File: config.mk
export PLATFORM = sky130hd
export DESIGN_NAME = regfile_sb
export DESIGN_NICKNAME = d
export VERILOG_FILES = /design/src/rtl/regfile_sb.sv
export SDC_FILE = /design/constraint.sdc
export NUM_CORES = 2
export LEC_CHECK = 0
export CORE_MARGIN = 2
export CORE_UTILIZATION = 49
export DETAILED_ROUTE_END_ITERATION = 10
export HOLD_SLACK_MARGIN = 0.15
export PLACE_DENSITY_LB_ADDON = 0.2
export SYNTH_ARGS = -nofsm -noshare
export SYNTH_HDL_FRONTEND = slang
export SYNTH_SLANG_ARGS = --single-unit
File: constraint.sdc
create_clock -name clk -period 3.8 [get_ports clk]
set_clock_uncertainty 0.15 [all_clocks]
set_input_delay 0.76 -clock clk [delete_from_list [all_inputs] [get_ports clk]]
set_output_delay 0.76 -clock clk [all_outputs]
set_load 0.03 [all_outputs]
File: src/rtl/regfile_sb.sv
// regfile_sb: multi-port register file with optional write-through bypass
// and a per-register busy scoreboard for RAW/WAW detection at issue.
`default_nettype none

module regfile_sb #(
  parameter int XLEN   = 32,
  parameter int NREGS  = 32,
  parameter int NRD    = 2,
  parameter int NWR    = 1,
  parameter int BYPASS = 1,
  localparam int AW    = $clog2(NREGS)
) (
  input  logic                 clk,
  input  logic                 rst_n,
  input  logic [NWR-1:0]       wr_en,
  input  logic [NWR*AW-1:0]    wr_addr,
  input  logic [NWR*XLEN-1:0]  wr_data,
  input  logic [NRD*AW-1:0]    rd_addr,
  output logic [NRD*XLEN-1:0]  rd_data,
  output logic [NRD-1:0]       rd_busy,
  input  logic                 iss_en,
  input  logic [AW-1:0]        iss_addr,
  output logic                 iss_busy,
  output logic [NREGS-1:0]     busy_vec
);

  logic [XLEN-1:0]  regs [NREGS];
  logic [NREGS-1:0] busy_q;
  logic [NREGS-1:0] busy_nxt;

  // Ascending port order: the last assignment (highest port) wins a collision.
  always_ff @(posedge clk or negedge rst_n) begin
    if (!rst_n) begin
      for (int i = 0; i < NREGS; i++) regs[i] <= '0;
    end else begin
      for (int k = 0; k < NWR; k++) begin
        if (wr_en[k] && (wr_addr[k*AW +: AW] != '0))
          regs[wr_addr[k*AW +: AW]] <= wr_data[k*XLEN +: XLEN];
      end
    end
  end

  // Issue overrides a same-cycle write: the new producer supersedes the old.
  always_comb begin
    busy_nxt = busy_q;
    for (int k = 0; k < NWR; k++) begin
      if (wr_en[k]) busy_nxt[wr_addr[k*AW +: AW]] = 1'b0;
    end
    if (iss_en) busy_nxt[iss_addr] = 1'b1;
    busy_nxt[0] = 1'b0;
  end

  always_ff @(posedge clk or negedge rst_n) begin
    if (!rst_n) busy_q <= '0;
    else        busy_q <= busy_nxt;
  end

  generate
    for (genvar p = 0; p < NRD; p++) begin : g_rd
      logic [AW-1:0]   a;
      logic [XLEN-1:0] data;
      logic            busy;

      assign a = rd_addr[p*AW +: AW];

      always_comb begin
        data = regs[a];
        busy = busy_q[a];
        if ((BYPASS != 0) && rst_n && (a != '0)) begin
          for (int k = 0; k < NWR; k++) begin
            if (wr_en[k] && (wr_addr[k*AW +: AW] == a)) begin
              data = wr_data[k*XLEN +: XLEN];
              busy = 1'b0;
            end
          end
        end
      end

      assign rd_data[p*XLEN +: XLEN] = data;
      assign rd_busy[p]              = busy;
    end
  endgenerate

  assign iss_busy = busy_q[iss_addr];
  assign busy_vec = busy_q;

endmodule

`default_nettype wire

======== Yosys cells after proc, flatten, opt, wreduce, memory -nomap -nowiden ========
Cells that the tools add are included.
word-level totals
  bits in registers ....................... 1,055
  input port bits ......................... 56
  output and inout port bits .............. 99
  logic and storage cells ................. 91
operators by class
  $lt $le $gt $ge ......................... 10
  equality and inequality tests ........... 2
  mux-type cells .......................... 29
  bitwise operators ....................... 6
  reduce and logical (&&, ||, !) cells .... 11
operator list
  operator                                                                       number
  1024-bit bitwise mux                                                           1
  32-bit 2-to-1 mux                                                              11
  32-bit binary-select mux with 5-bit select                                     2
  32-bit demux with 5-bit select                                                 1
  32-bit bitwise AND                                                             1
  32-bit NOT                                                                     1
  32-bit OR                                                                      1
  5-bit by 6-bit less-than comparator with 1-bit output (second input constant)  4
  6-bit >= comparator (second input constant)                                    3
  5-bit NOT with 6-bit output                                                    3
  1-bit binary-select mux with 5-bit select                                      3
  5-bit nonzero test                                                             3
  1-bit demux with 5-bit select                                                  2
  5-bit == test                                                                  2
  5-bit by 1-bit >= comparator with 1-bit output (second input constant)         2
  1-bit 2-to-1 mux                                                               9
  1-bit logical AND                                                              8
  6-bit by 1-bit less-than comparator with 1-bit output (second input constant)  1

======== Logic depth before layout (Yosys ltp) ========
  depth after elaboration ................. 9
  gate-level depth with buffers ........... 10
  depth with buffers taken out ............ 5

======== Worst setup path after synthesis ========
Ideal clock, no wire load.
  path kind ............................... input -> output
  start point ............................. input rd_addr[5]
  end point ............................... output rd_data[62]
  arrival time ............................ 2.926 ns
  data required time ...................... 2.890 ns
  slack ................................... -0.036 ns
  stages on the path ...................... 8
  buffers on the path ..................... 3
  cells stage by stage .................... buf_6 buf_6 buf_2 and2_1 a22o_1 a221oi_1 nor3_1 o41ai_1
between the ends
  longest elaborated chain between the ends .. 6
  elaborated cells between the ends (all ways) .. 10
  those cells by class .................... 1 x eq/ne; 5 x mux; 1 x bitwise; 3 x reduce/logical
RTL lines
  item                                                   RTL line  source
  from (decl)                                            18        input logic [NRD*AW-1:0] rd_addr,
  5-bit NOT with 6-bit output (implied by the code)      67        data = regs[a];
  32-bit binary-select mux with 5-bit select             67
  32-bit 2-to-1 mux (implied by the code) (2 in series)  67
  32-bit 2-to-1 mux                                      71        if (wr_en[k] && (wr_addr[k*AW +: AW] == a)) begin
  32-bit 2-to-1 mux (*)                                  69        if ((BYPASS != 0) && rst_n && (a != '0)) begin
  to (decl)                                              19        output logic [NRD*XLEN-1:0] rd_data,
Every way passes the cells marked *; elsewhere a longest branch is shown, timed or not. The select of a mux whose other input is x is not followed.

======== Final worst setup path ========
  start point ............................. input wr_addr[2]
  end point ............................... output rd_data[48]
between the ends
  longest elaborated chain between the ends .. 4
RTL lines
  item               RTL line  source
  from (decl)        16        input logic [NWR*AW-1:0] wr_addr,
  5-bit == test      71
  1-bit logical AND  71
  32-bit 2-to-1 mux  71
  32-bit 2-to-1 mux  69
Every way passes these cells.

==> reports/metrics.csv <==
metric;value;unit
run status;complete, but fails checks;
violated checks;negative setup slack;
Core Footprint;0.116;mm2
Net Sw Frac;28.3;%
Overflow after GRT;0;
clock-pin slew of the registers on the worst-case setup and hold paths;0.06;ns
portion of synthesized cell area occupied by the leading cell type;46.2;%
worst hold path class;in2async;
final setup violation count;4;
XOR/XNOR Fraction of Synth Area;0.123;%
detailed-route vias per instance;6.71;
TritonCTS clock tree;built;
number of detailed-route iterations in the first pass;6;
Synth Area in Compound Gates;6.46;%
register bit total from synthesis;1055;
Overall Global Routing Usage;31.8;%
post-synthesis cell area;0.0571;mm2
number of antenna violations at the first check in global routing;8;
Net Count, Synth;3947;
NetSw;9.85;mW
clock buffers created by TritonCTS;115;
syn_area_per_cell;14.7;um2
Starting DRT DRC Count;3669;
Fmax achieved;0.261;GHz
critical path launch point type;input pin;
Max Transition Viols Final;0;
count of distinct cell types in the synthesized netlist;50;
total non-filler cell area in the finished layout;0.0687;mm2
die extent in x;345;um
vertical extent of the die;345;um
Placed Instance Area;0.0641;mm2
most frequently used flop master after synthesis;sky130_fd_sc_hd__dfrtp_1;
drt drc;0;
combinational family with the most area after synthesis;multiplexers;
relative contribution of sequential cells to total power;43.2;%
Setup TNS Final;-0.0717;ns
crit end category;output port;
data required time at the worst endpoint;2.89;ns
Int Power;24.9;mW
Root Buffer;sky130_fd_sc_hd__clkbuf_16;
DR vias;38918;
mux contribution to synthesized area;41.5;%
global-route wire length before repair;279000;um
area of the die;0.119;mm2
worst-path maximum fanout;16;
maximum level of the CTS H-tree;3;
type of the worst setup path;in2out;
antenna-violating nets left;0;
number of I/O pins;155;
total power divided by cell area;507;mW/mm2
FFs w/ async S/R, synth;100;%
number of non-filler instances in the completed layout;5801;
Layout Nets;4235;
gp weighted congestion;0.896;
RSZ-0062 raised after global routing;true;
Final Hold Fails;0;
Yosys Warn Count;0;
detailed-route wire length;190000;um
fraction of the mapped netlist area in simple logic gates;1.85;%
setup ws final;-0.0339;ns
maximum clock path buffer count;3;
Relative slew margins;34.7;%
leakage power figure;29.9;nW
count of standard-cell rows;125;
via count of the first global-routing pass;39944;
effective utilization at floorplan;49.3;%
reg-to-reg setup timing slack;2.80;ns
routed wire length per instance;32.7;um
count of flip-flops with a built-in enable after synthesis;0;
fin crit period;3.83;ns
most frequent cells in the layout;1055 x sky130_fd_sc_hd__dfrtp_1, 1026 x sky130_fd_sc_hd__mux2_2, 446 x sky130_fd_sc_hd__mux4_2, 356 x sky130_fd_sc_hd__buf_4, 194 x sky130_fd_sc_hd__mux2i_1;
layout cell share with drive strength beyond 1;54.7;%
final hold slack;0.101;ns
fill count;8951;
worst-margin pin slew;0.979;ns
maximum VDD drop;406;uV
most common cell after layout, fill and taps aside;sky130_fd_sc_hd__dfrtp_1;
instance count after placement with tap cells included;5559;
pin count of the biggest net entering global routing;171;
count of mapped cells out of synthesis;3891;
adder and majority gate portion of the synthesized area;0;%
max-cap violations;0;
post-DP HPWL;121000;um
cell type with the largest total area after synthesis;sky130_fd_sc_hd__dfrtp_1;
final core area utilization;59.2;%
Clock power frac;32.8;%
count of input and output buffers;153;
final clock period utilization by the worst path;101;%
top cells by area, synth;sky130_fd_sc_hd__dfrtp_1 46%, sky130_fd_sc_hd__mux2_2 20%, sky130_fd_sc_hd__mux4_2 18%, sky130_fd_sc_hd__mux2i_1 3.4%, sky130_fd_sc_hd__clkbuf_1 1.5%;
clock sink total;1055;
Area growth, synth to finish;20.3;%
sequential area share after synthesis;46.2;%
crit path DAT;2.92;ns
worst skew pair latency;0.71;ns
part of the total power dissipated in combinational logic;24.0;%
state kept, by name, summed over array words and instances, names as in the netlist:
name / cells
busy_vec: 31
regs: 1024
worst max-delay path: stages:
cell and delay (ns):
sky130_fd_sc_hd__dlygate4sd2_1 0.27, sky130_fd_sc_hd__nor3_1 0.34, sky130_fd_sc_hd__a211o_1 0.23, sky130_fd_sc_hd__a211oi_4 0.07, sky130_fd_sc_hd__buf_4 0.16, sky130_fd_sc_hd__buf_12 0.16, sky130_fd_sc_hd__o31ai_2 0.63, sky130_fd_sc_hd__buf_4 0.28
path summary, 6_finish.rpt:
kind	cells after the start	from	to
hold reg to reg	0	regs[994]	regs[994]
min in group clk	0	regs[994]	regs[994]
setup / recovery	8	wr_addr[2]	rd_data[48]
hold / removal	2	rst_n	busy_vec[23]
setup reg to reg	2	busy_vec[6]	busy_vec[6]
max in group asynchronous	4	rst_n	regs[744]
synthesized netlist by cell type (15+ instances only):
cell type and count:
sky130_fd_sc_hd__o31ai_1 32, sky130_fd_sc_hd__buf_1 38, sky130_fd_sc_hd__clkbuf_1 227, sky130_fd_sc_hd__a22oi_1 92, sky130_fd_sc_hd__nor2_1 25, sky130_fd_sc_hd__mux2i_1 195, sky130_fd_sc_hd__o21ai_0 17, sky130_fd_sc_hd__a2111oi_2 28
sky130_fd_sc_hd__a21oi_1 54, sky130_fd_sc_hd__mux2_2 1026, sky130_fd_sc_hd__buf_4 22, sky130_fd_sc_hd__a211oi_1 29, sky130_fd_sc_hd__nor3_1 29, sky130_fd_sc_hd__a22o_1 76, sky130_fd_sc_hd__a221oi_2 19, sky130_fd_sc_hd__o211ai_1 21
sky130_fd_sc_hd__nand2_1 99, sky130_fd_sc_hd__buf_2 152, sky130_fd_sc_hd__inv_1 15, sky130_fd_sc_hd__dfrtp_1 1055, sky130_fd_sc_hd__mux4_2 446, sky130_fd_sc_hd__o22ai_1 66
power by group through the flow:
stage | combinational, mW | sequential (mW) | clock [mW]
after floorplan | 5.47 | 14.7 | 0
after global placement | 8.06 | 15.0 | 0
after detailed placement | 8.21 | 15.1 | 0
after CTS | 8.32 | 15.0 | 11.6
after global routing | 8.85 | 15.3 | 12.0
final | 8.35 | 15.0 | 11.4
cell families after synthesis:
group | count (synthesis)
other | 1
AOI/OAI and AO/OA | 463
DFF | 1055
and+or+nand+nor | 221
muxes | 1672
buffers and inverters | 471
xor gates and xnor gates | 8
routing by layer:
metal / vias up / global-route usage, % / part of all wire, %
li1: 15699 / - / -
met1: 21030 / 44.6 / 42
met2: 1769 / 48.4 / 46
met3: 420 / 7.17 / 8.4
met4: 0 / 12.1 / 4.1
met5: - / 0 / 0
area by class of cell:
class | instances | area (um2) | share of cell area [%]
multi-input cells | 2365 | 29200 | 42.5
inverters | 15 | 56.3 | 0.0820
repair buffers | 627 | 7300 | 10.6
well taps | 1524 | 1910 | 2.78
flip-flops and latches | 1055 | 26400 | 38.5
clock buffers | 172 | 3340 | 4.87
diodes | 4 | 10.0 | 0.0146
clock inverters | 39 | 470 | 0.685
metrics by stage:
step	setup slack [ns]	total power, mW
after global routing	-0.0732	36.2
after CTS	0.000206	34.8
after floorplan	0.201	20.2
final	-0.0339	34.8
after detailed placement	-0.334	23.3
after global placement	-0.324	23.1
repair_timing:
item | 4_1_cts | 5_1_grt
cloned | 2 | 1
hold buffers | 1 | 0
setup buffers | 16 | 7
hold endpoints to repair | 143 | 0
gates resized for setup | 59 | 28
pin swaps | 7 | 2
endpoints found under the setup margin | 65 | 33
(Power assumes the default switching activity.)
